File: src/rtl/inst_encode_if.sv
// ============================================================================
// Module  : inst_encode_if
// Purpose : Handshake bus between a micro-op producer and the encoder FIFO.
// Rev     : 1.0  initial release
// ============================================================================
`default_nettype none

interface inst_encode_if #(
  parameter int DEPTH = 4,
  parameter int CNT_W = 16
);
  logic                     flush;
  logic                     in_valid;
  logic                     in_ready;
  logic [5:0]               in_name;
  logic [4:0]               in_rd;
  logic [4:0]               in_rs1;
  logic [4:0]               in_rs2;
  logic [31:0]              in_imm;
  logic                     out_valid;
  logic                     out_ready;
  logic [31:0]              out_inst;
  logic                     out_err;
  logic [$clog2(DEPTH):0]   count;
  logic [CNT_W-1:0]         err_cnt;

  modport master (
    output flush, in_valid, in_name, in_rd, in_rs1, in_rs2, in_imm, out_ready,
    input  in_ready, out_valid, out_inst, out_err, count, err_cnt
  );

  modport slave (
    input  flush, in_valid, in_name, in_rd, in_rs1, in_rs2, in_imm, out_ready,
    output in_ready, out_valid, out_inst, out_err, count, err_cnt
  );
endinterface

`default_nettype wire

File: src/rtl/inst_encode.sv
// ============================================================================
// Module  : inst_encode
// Purpose : RV32I micro-op to instruction-word encoder with output FIFO.
// Rev     : 1.0  initial release
// ============================================================================
`default_nettype none

module inst_encode #(
  parameter int DEPTH = 4,
  parameter int CNT_W = 16
) (
  input  logic          clk_in,
  input  logic          rst_in,
  inst_encode_if.slave  bus
);

  localparam int PTR_W = $clog2(DEPTH);

  localparam logic [5:0] c_op_add   = 6'd1;
  localparam logic [5:0] c_op_sub   = 6'd2;
  localparam logic [5:0] c_op_lw    = 6'd3;
  localparam logic [5:0] c_op_sw    = 6'd4;
  localparam logic [5:0] c_op_beq   = 6'd5;
  localparam logic [5:0] c_op_lui   = 6'd6;
  localparam logic [5:0] c_op_auipc = 6'd7;
  localparam logic [5:0] c_op_jal   = 6'd8;
  localparam logic [5:0] c_op_jalr  = 6'd9;

  localparam logic [31:0]    c_nop   = 32'h0000_0013;
  localparam logic [PTR_W:0] c_depth = (PTR_W+1)'(DEPTH);

  logic [31:0] r_mem_inst [DEPTH];
  logic        r_mem_err  [DEPTH];
  logic [PTR_W-1:0] r_wr_ptr;
  logic [PTR_W-1:0] r_rd_ptr;
  logic [PTR_W:0]   r_count;
  logic [CNT_W-1:0] r_err_cnt;

  logic [31:0] w_word;
  logic [31:0] w_inst;
  logic        w_legal;
  logic        w_imm_i_ok;
  logic        w_imm_b_ok;
  logic        w_imm_j_ok;
  logic        w_imm_u_ok;
  logic        w_out_valid;
  logic        w_pop;
  logic        w_push;
  logic        w_in_ready;

  logic [31:0] w_imm;
  logic [4:0]  w_rd;
  logic [4:0]  w_rs1;
  logic [4:0]  w_rs2;

  assign w_imm = bus.in_imm;
  assign w_rd  = bus.in_rd;
  assign w_rs1 = bus.in_rs1;
  assign w_rs2 = bus.in_rs2;

  // Immediate must be reproducible from the bits the format actually stores.
  assign w_imm_i_ok = (&w_imm[31:11]) | ~(|w_imm[31:11]);
  assign w_imm_b_ok = ~w_imm[0] & ((&w_imm[31:12]) | ~(|w_imm[31:12]));
  assign w_imm_j_ok = ~w_imm[0] & ((&w_imm[31:20]) | ~(|w_imm[31:20]));
  assign w_imm_u_ok = ~(|w_imm[11:0]);

  always_comb begin
    w_word  = c_nop;
    w_legal = 1'b0;
    case (bus.in_name)
      c_op_add: begin
        w_word  = {7'b0000000, w_rs2, w_rs1, 3'b000, w_rd, 7'b0110011};
        w_legal = 1'b1;
      end
      c_op_sub: begin
        w_word  = {7'b0100000, w_rs2, w_rs1, 3'b000, w_rd, 7'b0110011};
        w_legal = 1'b1;
      end
      c_op_lw: begin
        w_word  = {w_imm[11:0], w_rs1, 3'b010, w_rd, 7'b0000011};
        w_legal = w_imm_i_ok;
      end
      c_op_jalr: begin
        w_word  = {w_imm[11:0], w_rs1, 3'b000, w_rd, 7'b1100111};
        w_legal = w_imm_i_ok;
      end
      c_op_sw: begin
        w_word  = {w_imm[11:5], w_rs2, w_rs1, 3'b010, w_imm[4:0], 7'b0100011};
        w_legal = w_imm_i_ok;
      end
      c_op_beq: begin
        w_word  = {w_imm[12], w_imm[10:5], w_rs2, w_rs1, 3'b000,
                   w_imm[4:1], w_imm[11], 7'b1100011};
        w_legal = w_imm_b_ok;
      end
      c_op_lui: begin
        w_word  = {w_imm[31:12], w_rd, 7'b0110111};
        w_legal = w_imm_u_ok;
      end
      c_op_auipc: begin
        w_word  = {w_imm[31:12], w_rd, 7'b0010111};
        w_legal = w_imm_u_ok;
      end
      c_op_jal: begin
        w_word  = {w_imm[20], w_imm[10:1], w_imm[11], w_imm[19:12], w_rd, 7'b1101111};
        w_legal = w_imm_j_ok;
      end
      default: begin
        w_word  = c_nop;
        w_legal = 1'b0;
      end
    endcase
  end

  assign w_inst = w_legal ? w_word : c_nop;

  assign w_out_valid = (r_count != '0);
  assign w_pop       = w_out_valid && bus.out_ready;
  assign w_in_ready  = (r_count < c_depth) || w_pop;
  assign w_push      = bus.in_valid && w_in_ready;

  always_ff @(posedge clk_in or posedge rst_in) begin
    if (rst_in) begin
      r_wr_ptr <= '0;
      r_rd_ptr <= '0;
      r_count  <= '0;
      for (int i = 0; i < DEPTH; i++) begin
        r_mem_inst[i] <= '0;
        r_mem_err[i]  <= 1'b0;
      end
    end else if (bus.flush) begin
      r_wr_ptr <= '0;
      r_rd_ptr <= '0;
      r_count  <= '0;
    end else begin
      if (w_push) begin
        r_mem_inst[r_wr_ptr] <= w_inst;
        r_mem_err[r_wr_ptr]  <= ~w_legal;
        r_wr_ptr             <= r_wr_ptr + 1'b1;
      end
      if (w_pop) begin
        r_rd_ptr <= r_rd_ptr + 1'b1;
      end
      case ({w_push, w_pop})
        2'b10:   r_count <= r_count + 1'b1;
        2'b01:   r_count <= r_count - 1'b1;
        default: r_count <= r_count;
      endcase
    end
  end

  // A flushed accept is dropped, so it must not be counted either.
  always_ff @(posedge clk_in or posedge rst_in) begin
    if (rst_in) begin
      r_err_cnt <= '0;
    end else if (!bus.flush && w_push && !w_legal && (r_err_cnt != '1)) begin
      r_err_cnt <= r_err_cnt + 1'b1;
    end
  end

  assign bus.in_ready  = w_in_ready;
  assign bus.out_valid = w_out_valid;
  assign bus.out_inst  = r_mem_inst[r_rd_ptr];
  assign bus.out_err   = r_mem_err[r_rd_ptr];
  assign bus.count     = r_count;
  assign bus.err_cnt   = r_err_cnt;

endmodule

`default_nettype wire

File: src/flat_wrapper.sv
// flat-port wrapper written by rule: the top's interface ports become plain ports
module inst_encode_flat 
#(
  parameter int DEPTH = 4,
  parameter int CNT_W = 16
)
  (clk_in, rst_in, bus_flush, bus_in_valid, bus_in_name, bus_in_rd, bus_in_rs1, bus_in_rs2, bus_in_imm, bus_out_ready, bus_in_ready, bus_out_valid, bus_out_inst, bus_out_err, bus_count, bus_err_cnt);
  inst_encode_if #(.DEPTH(DEPTH), .CNT_W(CNT_W)) bus_i ();
  input  logic clk_in;
  input  logic rst_in;
  input wire logic [$bits(bus_i.flush)-1:0] bus_flush;
  input wire logic [$bits(bus_i.in_valid)-1:0] bus_in_valid;
  input wire logic [$bits(bus_i.in_name)-1:0] bus_in_name;
  input wire logic [$bits(bus_i.in_rd)-1:0] bus_in_rd;
  input wire logic [$bits(bus_i.in_rs1)-1:0] bus_in_rs1;
  input wire logic [$bits(bus_i.in_rs2)-1:0] bus_in_rs2;
  input wire logic [$bits(bus_i.in_imm)-1:0] bus_in_imm;
  input wire logic [$bits(bus_i.out_ready)-1:0] bus_out_ready;
  output wire logic [$bits(bus_i.in_ready)-1:0] bus_in_ready;
  output wire logic [$bits(bus_i.out_valid)-1:0] bus_out_valid;
  output wire logic [$bits(bus_i.out_inst)-1:0] bus_out_inst;
  output wire logic [$bits(bus_i.out_err)-1:0] bus_out_err;
  output wire logic [$bits(bus_i.count)-1:0] bus_count;
  output wire logic [$bits(bus_i.err_cnt)-1:0] bus_err_cnt;
  assign bus_i.flush = bus_flush;
  assign bus_i.in_valid = bus_in_valid;
  assign bus_i.in_name = bus_in_name;
  assign bus_i.in_rd = bus_in_rd;
  assign bus_i.in_rs1 = bus_in_rs1;
  assign bus_i.in_rs2 = bus_in_rs2;
  assign bus_i.in_imm = bus_in_imm;
  assign bus_i.out_ready = bus_out_ready;
  assign bus_in_ready = bus_i.in_ready;
  assign bus_out_valid = bus_i.out_valid;
  assign bus_out_inst = bus_i.out_inst;
  assign bus_out_err = bus_i.out_err;
  assign bus_count = bus_i.count;
  assign bus_err_cnt = bus_i.err_cnt;
  inst_encode #(.DEPTH(DEPTH), .CNT_W(CNT_W)) u_core (.clk_in(clk_in), .rst_in(rst_in), .bus(bus_i));
endmodule
File: config.mk
export PLATFORM = sky130hd
export DESIGN_NAME = inst_encode_flat
export DESIGN_NICKNAME = d
export VERILOG_FILES = /design/src/rtl/inst_encode_if.sv /design/src/rtl/inst_encode.sv /design/src/flat_wrapper.sv
export SDC_FILE = /design/constraint.sdc
export NUM_CORES = 1
export LEC_CHECK = 0
export ABC_AREA = 1
export BUFFER_PORTS_ARGS = -buffer_cell sky130_fd_sc_hd__buf_4
export CELL_PAD_IN_SITES_DETAIL_PLACEMENT = 0
export CELL_PAD_IN_SITES_GLOBAL_PLACEMENT = 1
export CORE_MARGIN = 2
export CORE_UTILIZATION = 45
export DETAILED_ROUTE_END_ITERATION = 8
export GPL_TIMING_DRIVEN = 0
export PLACE_DENSITY = 0.95
export SLEW_MARGIN = 25
export SYNTH_ARGS = -nofsm -noshare
export SYNTH_HDL_FRONTEND = slang
export SYNTH_SLANG_ARGS = --single-unit
File: constraint.sdc
create_clock -name clk_in -period 6.97 [get_ports clk_in]
set_clock_uncertainty 0.2 [all_clocks]
set_input_delay 0.697 -clock clk_in [delete_from_list [all_inputs] [get_ports clk_in]]
set_output_delay 0.697 -clock clk_in [all_outputs]
set_load 0.02 [all_outputs]
==> results.cfg, run 1 <==
[worst_setup_path]
crit_buf_inv = 5
crit_chain = clkbuf_1, inv_1, clkbuf_1, clkbuf_1, o21ai_0, o22ai_1, buf_4
cp_slowest_stage_delay_ns = 0.48
worstPathRequired_ns = 6.07
cp_top_family = buffers and inverters
critPathCaptureType = primary output
crit_slowest_cell = clkbuf_1
crit_type = reg2out
critical_path_peak_fanout = 10
worstPathArrival_ns = 2.74
path_common_cell = clkbuf_1
worst_setup_path_start_kind = flip-flop

[sta]
setup_viol = 0
worst_pin_slew_ns = 0.7539
finalCritPeriodShare_pct = 52.17
hold_viol = 0
max_freq_mhz = 275.0
max_slew_margin_pct = 49.21
slew_viol_final = 0
rsz0062_at_grt = no
finalSetupTns_ns = 0
min_period_ns = 3.637

[synth]
synth_area_leaders = dfrtp_1, nand2_1, o21ai_0
synth_warnings = 0
yosys.area.top_type = dfrtp_1
synth_area_um2 = 7995
syn-num-nets = 1145
postSynthAreaPerCell_um2 = 7.396
yosysUniqueCellTypes = 35
synth.top_cell.area_share_pct = 47.26
ys_seq_area_share_pct = 47.26
ys_ff_latch = 151
async_reset_ff_share_pct = 100.0
synth_ff_type = dfrtp_1
syn_inst = 1081
synth_edf_count = 0

[die]
die_width_um = 137.3
die-height_um = 137.3
io_pins = 112
die-area_um2 = 18850
start_util_pct = 46.06
core_um2 = 17360
rows = 48

[route]
wirelength_mm = 25.82
drc_errors = 0
num_vias = 7991
drtIter0Drc = 805
via_per_inst = 5.515
ant_nets = 0
first_pass_iters = 5
post_drt_wl_per_cell_um = 17.82

[power_and_ir_drop]
power_density_nw_per_um2 = 271.7
p_leak_nw = 5.018
ir_worst_vdd_uv = 192.0

[finish]
syn2layout_area_growth_pct = 21.03
fillers = 1732
finalInstanceArea_um2 = 9677
finalNetCount = 1276
diodes = 0
mostFrequentLayoutCells = nand2_1, dfrtp_1, o21ai_0
fin_cells = 1449
drive_gt1_share_pct = 14.62
final_common_cell = nand2_1

[placement]
io_buffers = 111
dpl.hpwl_mm = 18.24
placed_area_um2 = 9145
place.gp.congestion = 0.9155
dp_cells = 1418

[cts]
hold_buffers = 0
cts.sinks = 151
cts_setup_buffers = 0
htree_levels = 4
cts_max_path_buffers = 2
clkLatencyLatePin_ns = 0.42
ctsResizeCount = 0
cts_buffers = 17
clk_pin_slew_worst_paths_ns = 0.06
root_buffer = clkbuf_16
cts_tree = done

[grt]
grt_pass1_vias = 7486
gr-usage-all-layers_pct = 28.50
grt_pass1_wl_mm = 40.74
overflow = 0
grt_max_degree = 82
grt_antenna_before_repair = 0

[run]
drv_cap = 0

[status]
status = complete, no violations

[hold_path]
worstHoldPathType = in2async
-- cell families (layout without fill, tap and decap cells) --
| family | count (synthesis) | after routing | synth area share, % |
|---|---|---|---|
| adders and majority gates | 6 | 6 | 1.033 |
| xor gates and xnor gates | 15 | 15 | 1.643 |
| AOI/OAI and AO/OA | 172 | 172 | 11.57 |
| buffers and inverters | 115 | 258 | 5.978 |
| DFF | 151 | 151 | 47.26 |
| and+or+nand+nor | 622 | 622 | 32.52 |
-- through the flow --
step           power (mW)  util (%)  hold slack, ns  setup slack [ns]
2_1_floorplan       1.441         -          0.2278             2.008
3_3_place_gp        1.771     52.49          0.2419            0.1711
3_5_place_dp        1.781     52.69          0.2464             3.865
4_1_cts             2.629     55.75          0.1411             3.408
5_1_grt             2.751     55.75          0.1628             3.246
6_report            2.629     55.75          0.1197             3.333
-- synth_stat cells, drive strengths merged, types with 3 or more instances --
cell type  instances
a21oi              5
inv               54
nand3             90
nor2             113
clkbuf            38
xor2              10
nor3               8
o22ai             36
buf               22
nand4             31
dfrtp            151
o211ai             3
or2                4
o21ai            126
xnor2              5
nand2            374
ha                 5
-- path summary, 6_finish.rpt --
path | from | end | slack (ns) | depth (start not counted)
worst max-delay path | u_core.r_rd_ptr[0] | bus_out_inst[13] | 3.33 | 7
worst min-delay path | rst_in | u_core.r_mem_inst[27] | 0.12 | 2
worst max register to register | u_core.bus.err_cnt[0] | u_core.bus.err_cnt[8] | 4.55 | 8
worst min register to register | u_core.r_mem_inst[65] | u_core.r_mem_inst[65] | 0.26 | 1
max in group asynchronous | rst_in | u_core.r_mem_inst[106] | 5.66 | 3
min in group clk_in | u_core.r_mem_inst[65] | u_core.r_mem_inst[65] | 0.26 | 1
-- where the power goes --
group / internal (mW) / switching [mW] / total (mW)
Clock: 0.496 / 0.361 / 0.857
Combinational: 0.277 / 0.520 / 0.797
Sequential: 0.930 / 0.0459 / 0.976
-- cell type report --
type | count | area [um2] | share of cell area, %
Sequential cell | 151 | 3779 | 39.05
Multi-Input combinational cell | 815 | 3739 | 38.63
Timing Repair Buffer | 112 | 860.8 | 8.896
Clock buffer | 22 | 454.2 | 4.694
Tap cell | 225 | 281.5 | 2.909
Buffer | 60 | 271.5 | 2.806
Inverter | 55 | 214.0 | 2.211
Clock inverter | 9 | 77.57 | 0.8017
-- worst register-to-register path, delay by kind of cell (launching register included) --
family	cells	cell delay, ns
AND/OR/NAND/NOR	6	1.23
flip-flops	1	0.42
buffers and inverters	1	0.27
adder cells (fa/ha/maj)	1	0.24
-- per-layer routing --
layer	vias up	routed length [um]	track usage, %
met4	0	571	9.221
met1	3788	11310	40.04
met5	-	0	0
met3	47	2084	5.298
met2	343	11850	44.61
li1	3813	-	-
-- sequential cells by signal, summed over array words and instances (netlist names) --
register            count
u_core.r_mem_inst     124
u_core.r_mem_err        4
u_core.r_rd_ptr         2
u_core.r_wr_ptr         2
u_core.bus.count        3
u_core.bus.err_cnt     16
(Power assumes the default switching activity.)
==> run 2: changes to the inputs <==
--- a/config.mk
+++ b/config.mk
@@ -10,10 +10,10 @@
 export CELL_PAD_IN_SITES_DETAIL_PLACEMENT = 0
 export CELL_PAD_IN_SITES_GLOBAL_PLACEMENT = 1
 export CORE_MARGIN = 2
-export CORE_UTILIZATION = 45
+export CORE_UTILIZATION = 42
 export DETAILED_ROUTE_END_ITERATION = 8
 export GPL_TIMING_DRIVEN = 0
-export PLACE_DENSITY = 0.95
+export PLACE_DENSITY = 0.92
 export SLEW_MARGIN = 25
 export SYNTH_ARGS = -nofsm -noshare
 export SYNTH_HDL_FRONTEND = slang
==> constraint.sdc (replaced) <==
create_clock -name clk_in -period 3.69 [get_ports clk_in]
set_clock_uncertainty 0.2 [all_clocks]
set_input_delay 0.369 -clock clk_in [delete_from_list [all_inputs] [get_ports clk_in]]
set_output_delay 0.369 -clock clk_in [all_outputs]
set_load 0.02 [all_outputs]
==> run 2 against run 1 <==
Net effect: setup slack lost 3.0 ns; sequential power grew 89%; total power increased by 95%; critical path type unchanged; largest cell class unchanged; highest routed layer unchanged.
==> results.cfg, run 2 (synthesis gave the netlist of run 1 again) <==
[status]
status = complete, no violations

[die]
die-height_um = 142.0
io_pins = 112
rows = 50
die-area_um2 = 20160
core_um2 = 18710
start_util_pct = 42.74
die_width_um = 142.0

[route]
wl_met3_mm = 2.139
first_pass_iters = 5
wirelength_mm = 26.55
via_per_inst = 5.483
dr_wl_met2_mm = 12.17
drc_errors = 0
post_drt_wl_per_cell_um = 18.13
dr.max_layer_used = met4
num_vias = 8027
ant_nets = 0
drtIter0Drc = 852
route.layer.met1.wl_mm = 11.74

[cts]
cts_max_path_buffers = 2
cts.sinks = 151
htree_levels = 4
cts_setup_buffers = 0
clkLatencyLatePin_ns = 0.42
clk_pin_slew_worst_paths_ns = 0.06
cts_buffers = 17
cts_tree = done
root_buffer = clkbuf_16

[worst_setup_path]
crit_chain = clkbuf_1, inv_1, clkbuf_1, clkbuf_1, o21ai_0, o22ai_1, buf_4
cp_top_family = buffers and inverters
cp_slowest_stage_delay_ns = 0.50
critical_path_peak_fanout = 10
crit_slowest_cell = clkbuf_1
reg2reg_slack_ns = 1.26
worst_setup_path_start_kind = flip-flop
crit_type = reg2out
path_common_cell = clkbuf_1
worstPathRequired_ns = 3.12
critPathCaptureType = primary output
worstPathArrival_ns = 2.75
crit_buf_inv = 5

[finish]
mostFrequentLayoutCells = nand2_1, dfrtp_1, o21ai_0
syn2layout_area_growth_pct = 23.00
regMostFlops = u_core.r_mem_inst
diodes = 0
finalNetCount = 1281
fin_util_pct = 52.58
final_common_cell = nand2_1
drive_gt1_share_pct = 15.20
largest_register_ffs = 124

[run]
drv_cap = 0

[sta]
finalSetupTns_ns = 0
min_period_ns = 3.319
max_freq_mhz = 301.3
rsz0062_at_grt = no
max_slew_margin_pct = 52.84
setup_viol = 0
finalCritPeriodShare_pct = 89.95
hold_viol = 0
worst_pin_slew_ns = 0.7000
slew_viol_final = 0
worst_slack_ns = 0.3707

[placement]
io_buffers = 111
place.gp.congestion = 0.9190
dpl.hpwl_mm = 18.86
dp_slack_ns = 0.8802

[grt]
overflow = 0
gr-usage-all-layers_pct = 27.14
grt_pass1_wl_mm = 41.79
grt_max_degree = 32
grt_antenna_before_repair = 0
grt_pass1_vias = 7608

[power_and_ir_drop]
p_total_mw = 5.125
power_density_nw_per_um2 = 521.2
ir_worst_vdd_uv = 344.3
p_leak_nw = 5.060

[hold_path]
worstHoldPathType = in2reg
## run 2: cell types whose count changed in the layout (fill, tap and decap cells not counted), sizes merged
cell	previous run	this run
buf	134	138
bufinv	1	2
clkbuf	60	57
clkinv	8	5
clkinvlp	0	6
dlygate4sd3	0	1
## run 2: metal layers
metal	GRT usage [%]	vias to the layer above
met5	0	-
met4	8.474	0
met3	6.090	34
met2	42.39	331
met1	37.88	3837
li1	-	3825
## run 2: timing repair
item / in CTS / in global routing
gates resized for setup: 0 / 0
hold buffers: 1 / 0
hold endpoints to repair: 17 / 0
## run 2: metrics by stage
step                area (um2)  hold WS (ns)  cells
floorplan                 7999        0.2278   1081
global placement          9125        0.2430   1426
detailed placement        9233        0.2241   1431
CTS                       9834       0.04267   1464
global route              9834       0.05951   1464
finish                    9834       0.05442   1464
## run 2: final cells by class
type / count / area, um2
inverter: 55 / 210.2
timing repair buffer: 117 / 950.9
buffer: 60 / 271.5
tap: 234 / 292.8
sequential: 151 / 3779
clock buffer: 19 / 442.9
clock inverter: 13 / 148.9
multi-input combinational: 815 / 3739
fill: 1816 / 8871
## run 2: worst reg2reg max path: stages (launching register included)
cell and delay [ns]:
dfrtp_1 0.43, ha_1 0.24, nand2_1 0.10, nor3_2 0.26, nand4_1 0.39, nand4_2 0.35, buf_2 0.27, nand2_1 0.08
nand2_1 0.06
## run 2: worst paths after layout
kind                                        from                     to  cells after the start
max                           u_core.r_rd_ptr[0]        bus_out_inst[5]                      7
min                               bus_in_imm[14]  u_core.r_mem_inst[14]                      3
max reg2reg                u_core.bus.err_cnt[0]  u_core.bus.err_cnt[2]                      8
min reg2reg                u_core.r_mem_inst[51]  u_core.r_mem_inst[51]                      2
max in group asynchronous                 rst_in  u_core.r_mem_inst[71]                      5
min in group asynchronous                 rst_in  u_core.r_mem_inst[53]                      3
## run 2: report_power, final
part | switching [mW] | leakage [nW] | total [mW] | internal, mW
Clock | 0.738 | 0.274 | 1.76 | 1.02
Combinational | 0.991 | 2.71 | 1.52 | 0.532
Sequential | 0.0868 | 2.07 | 1.84 | 1.76
